### src/rtl/synth_pkg.sv
// Shared types and constants for the MCP4921 DAC serialiser.
package synth_pkg;

   localparam int AUDIO_W     = 12;
   localparam int DAC_FRAME_W = 16;

   // MCP4921 write-command configuration bits, frame bits [15:12]
   localparam logic CFG_AB_DACA   = 1'b0;   // 0 = DAC A
   localparam logic CFG_BUF_OFF   = 1'b0;   // 0 = unbuffered VREF
   localparam logic CFG_GA_1X     = 1'b1;   // 1 = 1x gain
   localparam logic CFG_SHDN_RUN  = 1'b1;   // 1 = output active
   localparam logic [3:0] CFG_DEFAULT = {CFG_AB_DACA, CFG_BUF_OFF, CFG_GA_1X, CFG_SHDN_RUN};

   typedef enum logic [2:0] {
      IDLE  = 3'd0,
      SETUP = 3'd1,
      SHIFT = 3'd2,
      HOLD  = 3'd3,
      LATCH = 3'd4
   } dac_state_t;

   // Build a write frame: config nibble followed by the sample, passed through verbatim
   function automatic logic [DAC_FRAME_W-1:0] dac_frame(input logic [3:0] cfg,
                                                        input logic [AUDIO_W-1:0] sample);
      return {cfg, sample};
   endfunction

endpackage

### src/rtl/tick_gen.sv
// Modulo-DIV counter with enable and restart; pulse is registered and coincides
// with the last count of each period.
module tick_gen
   import synth_pkg::*;
#(
   parameter int DIV = 4,
   parameter int CW  = 3
) (
   input  logic clk,
   input  logic rst,
   input  logic en,
   input  logic clr,
   output logic pulse
);

   localparam logic [CW-1:0] LAST = CW'(DIV - 1);
   localparam logic [CW-1:0] ONE  = CW'(1);

   logic [CW-1:0] cnt_q, cnt_d;
   logic          pulse_q, pulse_d;

   // Next count: held at zero when disabled, restarted by clr, wraps at DIV-1
   always_comb begin
      cnt_d   = cnt_q;
      pulse_d = 1'b0;
      if (!en) begin
         cnt_d = {CW{1'b0}};
      end else if (clr) begin
         cnt_d = {CW{1'b0}};
      end else if (cnt_q == LAST) begin
         cnt_d = {CW{1'b0}};
      end else begin
         cnt_d = cnt_q + ONE;
      end
      pulse_d = en && (cnt_d == LAST);
   end

   // Count and pulse registers
   always_ff @(posedge clk or posedge rst) begin
      if (rst) begin
         cnt_q   <= {CW{1'b0}};
         pulse_q <= 1'b0;
      end else begin
         cnt_q   <= cnt_d;
         pulse_q <= pulse_d;
      end
   end

   assign pulse = pulse_q;

endmodule

### src/rtl/mcp4921_dac_spi.sv
// Samples the mixed audio bus at a fixed rate and writes each sample to an
// MCP4921 over SPI mode 0,0, then strobes LDAC so the output updates uniformly.
module mcp4921_dac_spi
   import synth_pkg::*;
#(
   parameter int          CLK_DIV    = 4,
   parameter int          SAMPLE_DIV = 1250,
   parameter logic [3:0]  CFG        = CFG_DEFAULT
) (
   input  logic               clk,
   input  logic               rst,
   input  logic [AUDIO_W-1:0] audio,
   input  logic               enable,
   output logic               sck,
   output logic               mosi,
   output logic               cs_n,
   output logic               ldac_n,
   output logic               sample_tick,
   output logic               busy,
   output logic               overrun
);

   localparam int SMP_CW = (SAMPLE_DIV > 1) ? $clog2(SAMPLE_DIV) : 1;
   localparam int HP_CW  = $clog2(CLK_DIV + 1);

   dac_state_t             state_q, state_d;
   logic [DAC_FRAME_W-1:0] shreg_q, shreg_d;
   logic [3:0]             bit_idx_q, bit_idx_d;
   logic                   sck_q, sck_d;
   logic                   mosi_q, mosi_d;
   logic                   cs_n_q, cs_n_d;
   logic                   ldac_n_q, ldac_n_d;
   logic                   busy_q, busy_d;
   logic                   overrun_q, overrun_d;
   logic                   hp_pulse_s;
   logic                   tick_s;
   logic [DAC_FRAME_W-1:0] frame_s;

   assign frame_s = dac_frame(CFG, audio);

   tick_gen #(.DIV(SAMPLE_DIV), .CW(SMP_CW)) u_sample_timer (
      .clk   (clk),
      .rst   (rst),
      .en    (enable),
      .clr   (1'b0),
      .pulse (tick_s)
   );

   // Half-period timer restarts on every state entry so each phase lasts CLK_DIV cycles
   tick_gen #(.DIV(CLK_DIV), .CW(HP_CW)) u_half_period (
      .clk   (clk),
      .rst   (rst),
      .en    (state_d != IDLE),
      .clr   (state_d != state_q),
      .pulse (hp_pulse_s)
   );

   // Frame sequencer: next state and next values of every registered output
   always_comb begin
      state_d   = state_q;
      shreg_d   = shreg_q;
      bit_idx_d = bit_idx_q;
      sck_d     = sck_q;
      mosi_d    = mosi_q;
      cs_n_d    = cs_n_q;
      ldac_n_d  = ldac_n_q;
      busy_d    = busy_q;
      overrun_d = overrun_q;

      // A tick that lands during a frame is dropped and remembered until reset
      if (tick_s && (state_q != IDLE)) begin
         overrun_d = 1'b1;
      end else begin
         overrun_d = overrun_q;
      end

      case (state_q)
         IDLE: begin
            if (tick_s) begin
               shreg_d = frame_s;
               mosi_d  = frame_s[DAC_FRAME_W-1];
               cs_n_d  = 1'b0;
               busy_d  = 1'b1;
               state_d = SETUP;
            end else begin
               state_d = IDLE;
            end
         end
         SETUP: begin
            if (hp_pulse_s) begin
               sck_d     = 1'b1;
               bit_idx_d = 4'd15;
               state_d   = SHIFT;
            end else begin
               state_d = SETUP;
            end
         end
         SHIFT: begin
            if (!hp_pulse_s) begin
               state_d = SHIFT;
            end else if (sck_q) begin
               // Falling edge: present the next bit, well away from the next rise
               sck_d   = 1'b0;
               mosi_d  = shreg_q[DAC_FRAME_W-2];
               shreg_d = {shreg_q[DAC_FRAME_W-2:0], shreg_q[DAC_FRAME_W-1]};
            end else if (bit_idx_q == 4'd0) begin
               cs_n_d  = 1'b1;
               mosi_d  = 1'b0;
               state_d = HOLD;
            end else begin
               sck_d     = 1'b1;
               bit_idx_d = bit_idx_q - 4'd1;
            end
         end
         HOLD: begin
            if (hp_pulse_s) begin
               ldac_n_d = 1'b0;
               state_d  = LATCH;
            end else begin
               state_d = HOLD;
            end
         end
         LATCH: begin
            if (hp_pulse_s) begin
               ldac_n_d = 1'b1;
               busy_d   = 1'b0;
               state_d  = IDLE;
            end else begin
               state_d = LATCH;
            end
         end
         default: begin
            state_d  = IDLE;
            sck_d    = 1'b0;
            mosi_d   = 1'b0;
            cs_n_d   = 1'b1;
            ldac_n_d = 1'b1;
            busy_d   = 1'b0;
         end
      endcase
   end

   // Sequencer registers; reset aborts any frame without an LDAC strobe
   always_ff @(posedge clk or posedge rst) begin
      if (rst) begin
         state_q   <= IDLE;
         shreg_q   <= {DAC_FRAME_W{1'b0}};
         bit_idx_q <= 4'd0;
         sck_q     <= 1'b0;
         mosi_q    <= 1'b0;
         cs_n_q    <= 1'b1;
         ldac_n_q  <= 1'b1;
         busy_q    <= 1'b0;
         overrun_q <= 1'b0;
      end else begin
         state_q   <= state_d;
         shreg_q   <= shreg_d;
         bit_idx_q <= bit_idx_d;
         sck_q     <= sck_d;
         mosi_q    <= mosi_d;
         cs_n_q    <= cs_n_d;
         ldac_n_q  <= ldac_n_d;
         busy_q    <= busy_d;
         overrun_q <= overrun_d;
      end
   end

   assign sck         = sck_q;
   assign mosi        = mosi_q;
   assign cs_n        = cs_n_q;
   assign ldac_n      = ldac_n_q;
   assign busy        = busy_q;
   assign overrun     = overrun_q;
   assign sample_tick = tick_s;

endmodule
### config.mk
export PLATFORM = sky130hd
export DESIGN_NAME = mcp4921_dac_spi
export DESIGN_NICKNAME = d
export VERILOG_FILES = /design/src/rtl/synth_pkg.sv /design/src/rtl/tick_gen.sv /design/src/rtl/mcp4921_dac_spi.sv
export SDC_FILE = /design/constraint.sdc
export NUM_CORES = 1
export LEC_CHECK = 0
export CORE_MARGIN = 2
export CORE_UTILIZATION = 37
export CTS_CLUSTER_DIAMETER = 30
export DETAILED_ROUTE_END_ITERATION = 8
export PLACE_DENSITY_LB_ADDON = 0.12
export SKIP_CTS_REPAIR_TIMING = 1
export SLEW_MARGIN = 20
export SYNTH_ARGS = -nofsm -noshare
export SYNTH_HDL_FRONTEND = slang
export SYNTH_SLANG_ARGS = --single-unit
### constraint.sdc
create_clock -name clk -period 2 [get_ports clk]
set_clock_uncertainty 0.15 [all_clocks]
set_input_delay 0.2 -clock clk [delete_from_list [all_inputs] [get_ports clk]]
set_output_delay 0.2 -clock clk [all_outputs]
set_load 0.005 [all_outputs]
Word level (Yosys, flattened, before mapping) --
Cells that the tools add are included.
Operators by class: add/sub/neg operators 3, multiply operators 0, divide/modulo/power cells 0, magnitude comparators 0, equal/unequal tests 19, shifts and indexed selects 0, mux-type cells 40, bitwise logic cells 4, reductions and logical operators 20
Operators by type and width (count):
- two-way mux 16 bit | 3
- one-hot mux 16 bit (2 select lines) | 1
- two-way mux 3 bit | 8
- == test 11 bit (second input constant) | 2
- two-way mux 11 bit | 2
- two-way mux 4 bit | 4
- one-hot mux 1 bit (3 select lines) | 5
- one-hot mux 3 bit (5 select lines) | 1
- two-way mux 1 bit | 14
- == test 3 x 2 -> 1 bit (second input constant) | 4
- OR reduction 3 bit | 4
- adder 11 x 1 -> 11 bit (second input constant) | 1
- != test 2 x 1 -> 1 bit (second input constant) | 5
- AND reduction 5 bit | 2
- AND reduction 3 bit | 3
- != test 2 bit (second input constant) | 4
- one-hot mux 4 bit (2 select lines) | 1
- AND reduction 4 bit | 2
- nonzero test 3 bit | 2
- zero test 4 bit | 1
- inverter 1 bit | 4
- nonzero test 2 bit | 2
- subtractor 4 x 1 -> 4 bit (second input constant) | 1
- adder 3 x 1 -> 3 bit (second input constant) | 1
- 7 further kinds | 9
Storage, ports and cells: register bits after elaboration 45, latch bits 0, memory bits (writable) 0, memory bits (read-only) 0, input port bits 15, output and inout port bits 7, logic and storage cells 99, memories 0

Depth between registers and ports, before layout --
word-level depth 10, gate-level depth with buffers 6, mapped depth without buffers 6

By module --
From an unflattened synthesis, not the netlist that was laid out.
Second synthesis, totals: cell total of the unflattened synthesis 237, area total of the unflattened synthesis 2413.6 sq um
By module, submodules not included:
- mcp4921_dac_spi | times used 1, cells each 152, area an instance 1512.7 sq um, sequential area each 728.2 sq um
- tick_gen (u_sample_timer) | times used 1, cells each 72, area an instance 709.4 sq um, sequential area each 300.3 sq um
- tick_gen (u_half_period) | times used 1, cells each 13, area an instance 191.4 sq um, sequential area each 100.1 sq um

Worst setup path after synthesis --
Ideal clock, no wire load.
path type register to register, from register u_sample_timer.cnt_q[3], to register u_sample_timer.pulse_q (netlist: u_sample_timer.pulse), setup time 0.145 ns, arrival time 1.576 ns, required time 1.705 ns, setup slack 0.130 ns, stages on the path, launching flop included 5, path buffers 0, clock period less this slack 1.870 ns, cells stage by stage dfrtp_1 -> or4b_4 -> o221a_1 -> o31ai_2 -> a2111oi_1
On the way: word-level cells in the longest chain between the ends 5, elaborated cells between the ends (all ways) 6, classes of those cells add/sub: 1; eq/ne: 2; mux: 2; reduce/logical: 1
RTL lines:
- from (decl) | line tick_gen.sv:19 | logic [CW-1:0] cnt_q, cnt_d;
- from (signal assigned) | line tick_gen.sv:41 | cnt_q <= {CW{1'b0}};
- from (signal assigned) | line tick_gen.sv:44 | cnt_q <= cnt_d;
- adder 11 x 1 -> 11 bit or == test 11 bit (tied branches) | line tick_gen.sv:33, tick_gen.sv:30
- two-way mux 11 bit * | line tick_gen.sv:30 | end else if (cnt_q == LAST) begin
- two-way mux 11 bit * | line tick_gen.sv:26 | if (!en) begin
- == test 11 bit * | line tick_gen.sv:35 | pulse_d = en && (cnt_d == LAST);
- logical AND 1 bit * | line tick_gen.sv:35
- named net u_sample_timer.pulse_d | line tick_gen.sv:20 | logic pulse_q, pulse_d;
- to (signal assigned) | line tick_gen.sv:45 | pulse_q <= pulse_d;
- to (decl) | line tick_gen.sv:20
Mark *: on every way through the listed nets, which the timed path passes. The rest lies on a longest branch. A chain may end at the register's enable or synchronous reset.

Worst setup path in the final report --
from register u_sample_timer.cnt_q[4], to register u_sample_timer.pulse_q (netlist: u_sample_timer.pulse)
The elaborated chain is that of the path after synthesis.

==> out/results.tsv <==
stage	metric	value	unit
drt	final WL	4420	um
critical_path	r2r endpoint	u_sample_timer.pulse	
grt	vias in the first global route	1613	
critical_path	Critical Path RT	2000	ps
grt	met3 Resource Use GR	0.0391	
layout	Final nets	278	
timing	Max Fclk	0.526	GHz
place	DP HPWL	3120	um
drt	vias	1692	
drt	Starting DRT DRC Count	74	
critical_path	CP Capture Type	flop	
place	dpl cells	327	
clock_network	Root Driver	clkbuf_8	
critical_path	crit path max fanout	4	
layout	Layout area overhead	21.0	%
timing	RSZ-0062 raised after global routing	false	
drt	Final ANT Viol Nets	0	
timing	max_slew headroom	0.710	
place	gpl congestion	0.762	
floorplan	Die Wd	82.1	um
drt	drt drc	0	
logic_synthesis	sequential area share after synthesis	0.500	
layout	Layout Utilization	0.461	
logic_synthesis	#FFs+latches synth	45	
floorplan	die area	6740	um2
clock_network	clock sinks	45	
layout	most common cell after layout, fill and taps aside	dfrtp_1	
clock_network	H-Tree Depth	2	
logic_synthesis	post-synth top area share	0.477	
min_path	Worst Hold Class	in -> async	
critical_path	Worst EP arrival	1900	ps
logic_synthesis	cell count after synthesis	227	
grt	GRT Total Usage	0.151	
logic_synthesis	Post-synth ARST share	1.00	
drt	vias per cell	5.05	
grt	grt ovf	0	
timing	final slew viol count	0	
floorplan	Vert. Die Dim	82.1	um
drt	drt pass-1 iters	4	
clock_network	Worst-path clk slew	80	ps
critical_path	R2R Setup Slk	100	ps
floorplan	Core Rows	28	
timing	Final min period	1900	ps
grt	first-pass GRT wire length	7690	um
timing	actual slew at the worst max-slew pin	436	ps
clock_network	clk buf depth	2	
critical_path	crit path launch type	flop	
place	Port-buffer cells	21	
logic_synthesis	synthesized area	2260	um2
power	power consumption	1.54	mW
critical_path	reg2reg path depth	4	
logic_synthesis	Main synth FF type	dfrtp_1	
logic_synthesis	Cell variety after synth	49	
run_status	status	finished clean	
layout	layout cells sized above 1	0.123	
critical_path	Critical R2R Launch	u_sample_timer.cnt_q[4]	
drt	Wirelength per Cell	13.2	um
logic_synthesis	synth warn	0	
timing	Final Hold Fails	0	
logic_synthesis	cell accounting for the most synthesized area	dfrtp_1	
logic_synthesis	Syn Nets	246	
power	total leakage power	1.16	nW
timing	setup violators final	0	
layout	most frequent cells in the layout	dfrtp_1, nand2_1, clkdlybuf4s50_1, o21ai_0, nor2_1	
timing	period utilisation layout	0.950	
layout	Antenna diodes	0	
logic_synthesis	Mapped Avg Cell Area	9.94	um2
floorplan	IO Pins	22	
grt	met1 usage	0.218	
power	power per cell area	565	nW/um2
grt	largest net degree at the start of global routing	32	
logic_synthesis	EDFF count, synth	0	
floorplan	core area	5920	um2
critical_path	CP Cell Sequence	or4b_4 > o221a_1 > o31ai_2 > a2111oi_1	
timing	Fin Setup TNS	0	ps
critical_path	slowest cell on the critical path	or4b_4	
logic_synthesis	Synth area leaders	dfrtp_1, mux2i_1, o21ai_0, nand2_1, nor2_1	
layout	Finished Layout Cells	335	
clock_network	total CTS buffers	5	
grt	initial antenna violation count	0	
power	worst vdd ir	0.263	mV
critical_path	Crit Path Category	reg -> reg	
critical_path	max incr delay on CP	550	ps
run	max cap viols	0	
floorplan	Starting Density	0.381	
clock_network	Clock Latency Late Sink	290	ps
grt	GRT met2 Usage	0.215	
grt	gr busiest metal	met1	
clock_network	TritonCTS clock tree	done	
cells by family (layout without fill, tap and decap cells):
family / Yosys count / count (layout) / share of synthesized area
AO/OA/AOI/OAI: 50 / 50 / 0.149
AND/OR/NAND/NOR: 86 / 86 / 0.200
flip-flops: 45 / 45 / 0.500
XOR/XNOR: 9 / 9 / 0.0349
adder cells (fa/ha/maj): 4 / 4 / 0.0222
buffers and inverters: 20 / 53 / 0.0366
multiplexers: 13 / 13 / 0.0576
synthesized netlist by cell type (2+ instances only):
cell and instances:
or3_1 2, buf_2 3, mux2i_1 13, inv_1 10, or3b_1 2, xor2_1 2
nand2b_1 3, o21ai_0 21, a211oi_1 3, nor3_1 9, xnor2_1 7, dfstp_2 2
a31oi_1 2, nor2b_1 6, and2_1 2, nand2_1 23, dfrtp_1 43, a21oi_1 7
and3_1 3, ha_1 4, o22ai_1 2, nor2_1 19, clkbuf_1 6, nand4bb_1 2
o311ai_0 2, nand3_1 6
where the power goes:
group          total, mW  internal (mW)  leakage [nW]  switching, mW
Clock              0.547          0.243        0.0450          0.304
Sequential         0.920          0.914         0.556        0.00608
Combinational     0.0774         0.0412         0.558         0.0362
Total               1.54           1.20          1.16          0.346
final cells by class:
class / instances / area, um2
Clock inverter: 2 / 10.0
Inverter: 10 / 37.5
Clock buffer: 6 / 72.6
Sequential cell: 45 / 1130
Multi-Input combinational cell: 162 / 1060
Fill cell: 575 / 3190
Timing Repair Buffer: 35 / 328
Tap cell: 75 / 93.8
worst max-delay path: cells and delay by family, from the launching register on:
| kind | cells | cell delay (ps) |
|---|---|---|
| AO/OA/AOI/OAI | 3 | 630 |
| AND/OR/NAND/NOR | 1 | 550 |
| flip-flops | 1 | 420 |
per-stage QoR:
stage | hold slack, ps | worst slack, ps | cell area [um2]
floorplan | 171 | 130 | 2260
global placement | 304 | 119 | 2640
detailed placement | 310 | 106 | 2640
CTS | 24.8 | 93.2 | 2720
global route | 31.8 | 0.255 | 2730
finish | 19.9 | 100 | 2730
how the worst max path moves through the flow:
stage                                 start                      to  slack, ps
floorplan           u_sample_timer.cnt_q[3]    u_sample_timer.pulse        130
global placement    u_sample_timer.cnt_q[4]    u_sample_timer.pulse        120
detailed placement  u_sample_timer.cnt_q[4]    u_sample_timer.pulse        110
CTS                 u_sample_timer.cnt_q[4]    u_sample_timer.pulse         90
global route                   bit_idx_q[1]  u_half_period.cnt_q[2]        0.3
finish              u_sample_timer.cnt_q[4]    u_sample_timer.pulse        100
flip-flops by register name, indices dropped and copies added (netlist names):
register,flops
bit_idx_q,4
busy,1
cs_n,1
ldac_n,1
mosi,1
overrun,1
sck,1
shreg_q,16
state_q,3
u_half_period.cnt_q,3
u_half_period.pulse,1
u_sample_timer.cnt_q,11
u_sample_timer.pulse,1
routing by layer:
| layer | part of all wire | up-vias |
|---|---|---|
| met1 | 0.51 | 787 |
| met2 | 0.44 | 25 |
| met5 | 0 | - |
| met4 | 0.019 | 0 |
| met3 | 0.027 | 10 |
| li1 | - | 870 |
Note: power is estimated with default switching activity, not from simulation.
==> edit 1 (same flow settings) <==
Encoding of `dac_state_t`: now one-hot (5 bits for 5 states).
--- a/src/rtl/synth_pkg.sv
+++ b/src/rtl/synth_pkg.sv
@@ -11,12 +11,12 @@
    localparam logic CFG_SHDN_RUN  = 1'b1;   // 1 = output active
    localparam logic [3:0] CFG_DEFAULT = {CFG_AB_DACA, CFG_BUF_OFF, CFG_GA_1X, CFG_SHDN_RUN};
 
-   typedef enum logic [2:0] {
-      IDLE  = 3'd0,
-      SETUP = 3'd1,
-      SHIFT = 3'd2,
-      HOLD  = 3'd3,
-      LATCH = 3'd4
+   typedef enum logic [4:0] {
+      IDLE  = 5'b00001,
+      SETUP = 5'b00010,
+      SHIFT = 5'b00100,
+      HOLD  = 5'b01000,
+      LATCH = 5'b10000
    } dac_state_t;
 
    // Build a write frame: config nibble followed by the sample, passed through verbatim
Formal check against the unedited RTL: no difference found for any inputs over 10 cycles, from zero or initial values and one cycle with rst high; not proved beyond that.
==> edit 1 against the original RTL <==
- the run now ends with negative setup slack left
- design area rose by 25%
- area after synthesis up 13%
- worst setup slack got worse by 0.22 ns
- wire length grew 34%
- count of clock-buffer cells in the layout unchanged
- power is 15% higher
- final cell count grew 25%
- sequential cell count rose by 2
- critical endpoint is now u_half_period.pulse
- largest cell class is now multi-input gates
==> edit 1: results (changes against the original RTL) <==
Status
  • Status: finished, violations left
  • Failing checks: negative setup slack

Synth
  • Yosys cell types: 60 (+22%)
  • FF+latch count, synth: 47 (+4.4%)
  • Synth top area cells: dfrtp_1, nor2_1, nand2_1, a31oi_1, xor2_1
  • Most frequent cells after synthesis: dfrtp_1, nor2_1, nand2_1, a31oi_1
  • Synth Area per Inst: 9.311 um2 (-6.4%)

GRT
  • Met2 global-route usage: 0.2498 (+0.03519)
  • First-pass GRT wire length: 9749 um (+27%)
  • Vias in the first global route: 2107 (+31%)
  • All-Layer GR Usage: 0.1623 (+0.01169)
  • Routing usage on met3: 0.03128 (-0.007851)

Cells and area
  • Non-clk bufs: 71 (+100%)
  • Inverters: 6 (-4)
  • Fraction of layout cells with a size suffix above 1: 0.2773 (+0.1542)
  • FF/Latch Area: 1184 um2 (+4.9%)
  • Comb_multi_in: 207 (+28%)
  • Largest regs: shreg_q x16, u_sample_timer.cnt_q x11, state_q x5

Route
  • M1 WL: 2951 um (+31%)
  • Post-Route WL: 5905 um (+34%)
  • WL/cell: 14.09 um (+6.9%)
  • Wire length on met2: 2743 um (+40%)
  • Routed met3 length: 140 um (+19%)

Critical path
  • CP max FO: 6 (+2)
  • R2r worst-path depth: 5 (+1)
  • Crit path launch: state_q[3]

Place
  • Detailed placer's ending HPWL: 4128 um (+32%)
  • Cell count after placement: 405 (+24%)

STA
  • Final WS setup: -0.1161 ns (-0.2161 ns)
  • Worst relative slew slack: 0.6924 (-0.01719)
  • Final setup viols: 4 (+4)

Power
  • Clk power: 729 uW (+33%)
## edit 1: cell count changes after synthesis, sizes merged, moves of 8 or more
cell and delta:
nor2 +24, nand2 +16, o21ai -16, a31oi +13
mux2i -11, xor2 +8
## edit 1: worst max-delay path by stage
stage	slack, ns	endpoint
floorplan	-0.05	u_half_period.pulse
global placement	-0.09	u_half_period.pulse
detailed placement	-0.14	u_half_period.cnt_q[0]
CTS	-0.17	u_half_period.cnt_q[0]
global route	-0.18	u_half_period.pulse
finish	-0.12	u_half_period.pulse
## edit 1: cell families after synthesis
kind of cell | count (synthesis) | share of synthesized area
multiplexers | 2 | 0.007847
flip-flops | 47 | 0.4625
buffers and inverters | 20 | 0.04904
AO/OA/AOI/OAI | 54 | 0.1491
adder cells (fa/ha/maj) | 4 | 0.01962
XOR/XNOR | 13 | 0.04463
AND/OR/NAND/NOR | 134 | 0.2673
==> edit 2 (config.mk and constraints unchanged) <==
Without the edit above. Change the parameter `CLK_DIV` from 4 to 2.
--- a/src/rtl/mcp4921_dac_spi.sv
+++ b/src/rtl/mcp4921_dac_spi.sv
@@ -3,7 +3,7 @@
 module mcp4921_dac_spi
    import synth_pkg::*;
 #(
-   parameter int          CLK_DIV    = 4,
+   parameter int          CLK_DIV    = 2,
    parameter int          SAMPLE_DIV = 1250,
    parameter logic [3:0]  CFG        = CFG_DEFAULT
 ) (
Check against the original RTL: same outputs for any inputs over 10 cycles, from zero or initial values and one cycle with rst high; that may be too few to reach the edited logic, so the function may still have changed.
==> edit 2 against the original RTL <==
- non-clock buffer count shrank 5
- count of clock-buffer cells in the layout grew 2
- via count shrank 5.7%
- sequential cell count shrank 1
- core utilization shrank 1.1 points
- critical endpoint is now sck
- clock power grew 3.7%
- wire length shrank 8.0%
- highest routed layer unchanged
- worst setup slack gained 0.15 ns
- largest cell class unchanged
- design area shrank 3.5%
- largest power group unchanged
- power is essentially flat
- combinational power shrank 3%
- area after synthesis shrank 2.1%
- fmax grew 8.7%
==> edit 2: results (changes against the original RTL) <==
Place
  • Final GP Congestion: 0.8039 (+5.5%)
  • Port Buf Inserts: 21 (unchanged)
  • Placed Area: 2545 um2 (-3.5%)
  • Cell count after placement: 321 (-1.8%)
  • Detailed placer's ending HPWL: 2836 um (-9.2%)
  • Pre-CTS setup slack: 0.2392 ns (+0.1332 ns)

Synth
  • Ys async rst share: 1.000 (unchanged)
  • Post-synth net total: 246 (unchanged)
  • Most frequent cells after synthesis: dfrtp_1, nand2_1, nor2_1, o21ai_0, mux2i_1
  • Synth Area per Inst: 9.697 um2 (-2.5%)
  • Yosys cell types: 46 (-6.1%)
  • Sequential fraction of the synthesis area: 0.4992 (-0.0008489)
  • Top FF cell, synth: dfrtp_1
  • Number of synthesis warnings: 0 (unchanged)
  • Synth top area cells: dfrtp_1, mux2i_1, nand2_1, o21ai_0, nor2_1

Worst hold path
  • Hold WC Path Type: input pin to asynchronous set/reset pin

Power
  • Max VDD drop: 0.3471 mV (+32%)
  • Power Internal: 1.216 mW (+1.5%)
  • LEAKAGE: 1.111 nW (-4.2%)
  • Net Switching: 326.6 uW (-5.7%)
  • Flop pwr share: 0.584 (-0.012)
  • Clk power: 567 uW (+3.7%)

Critical path
  • CP max FO: 18 (+14)
  • Crit path largest cell delay: 0.67 ns (+0.12 ns)
  • Slowest CP cell: dfrtp_1
  • Critical path arrival: 1.77 ns (-0.13 ns)

Clocking
  • Max Root-Sink Buffers: 2 (unchanged)
  • CTS root buffer: clkbuf_8
  • CTS H-Tree Depth: 2 (unchanged)
  • Total CTS buffers: 5 (unchanged)
  • Worst-path clk slew: 0.08 ns (about the same)
  • Skew-Pair Late Insertion Delay: 0.29 ns (about the same)

Route
  • Post-Route WL: 4063 um (-8.0%)
  • Router iterations before antenna repair: 4 (unchanged)
  • Vias/cell: 4.851 (-4.0%)
  • WL/cell: 12.35 um (-6.3%)
  • DR iter-0 viols: 86 (+16%)

Cells and area
  • Fraction of layout cells with a size suffix above 1: 0.1024 (-0.02071)
  • Largest regs: shreg_q x16, u_sample_timer.cnt_q x11, bit_idx_q x4
  • Antenna Cells: 0 (unchanged)
  • NumNets Final: 271 (-2.5%)
  • Largest register FFs: 16 (unchanged)

GRT
  • Vias in the first global route: 1573 (-2.5%)
  • Largest net degree at the start of global routing: 45 (+41%)
  • Initial antenna violation count: 0 (unchanged)
  • First-pass GRT wire length: 7065 um (-8.2%)
  • All-Layer GR Usage: 0.1381 (-0.01246)

STA
  • Worst Tran Pin Value: 0.5139 ns (+0.07828 ns)

Status
  • Status: finished clean

Floorplan
  • Core area: 5851 um2 (-1.2%)
==> edit 2: changes by cell type in the layout (fill, tap and decap cells not counted), sizes merged, moves of 3 or more <==
| cell | delta |
|---|---|
| nand2 | +6 |
| xor2 | +3 |
| nor2b | -3 |
| buf | -5 |
| a31oi | +3 |
==> edit 2: kinds of logic (layout without fill, tap and decap cells) <==
family                     after synthesis  after routing  synth area share
AOI/OAI and AO/OA                       45             45            0.1245
xor gates and xnor gates                10             10           0.03961
adders and majority gates                3              3           0.01698
buffers and inverters                   22             48           0.04528
DFF                                     44             44            0.4992
muxes                                   13             13           0.05885
and+or+nand+nor                         91             91            0.2156
==> edit 2: final timing paths <==
path / start / endpoint / slack (ns) / depth (start not counted)
setup reg to reg: state_q[2] / sck / 0.25 / 3
setup / recovery: state_q[2] / sck / 0.25 / 3
hold / removal: rst / state_q[1] / 0.09 / 3
hold reg to reg: u_half_period.cnt_q[1] / u_half_period.pulse / 0.28 / 1
max in group asynchronous: rst / ldac_n / 1.33 / 3
min in group clk: u_half_period.cnt_q[1] / u_half_period.pulse / 0.28 / 1
==> edit 2: area by class of cell <==
class                           instances  area, um2
Tap cell                               75      93.84
Clock buffer                            8      90.09
Multi-Input combinational cell        162       1007
Sequential cell                        44       1104
Inverter                               10      37.54
Fill cell                             562       3216
Timing Repair Buffer                   30      302.8
==> edit 2: routing by layer <==
layer,track usage,wire length [um],vias to the layer above,share of wire
met5,0,0,-,0
met3,0.03667,89,2,0.022
met4,0.04576,25,0,0.0062
met2,0.2049,1790,13,0.44
met1,0.1951,2158,740,0.53
li1,-,-,841,-
==> edit 2: worst max-delay path: cells and delay by family (launching register included) <==
family | cells | cell delay (ns)
flip-flops | 1 | 0.67
AND/OR/NAND/NOR | 3 | 0.82
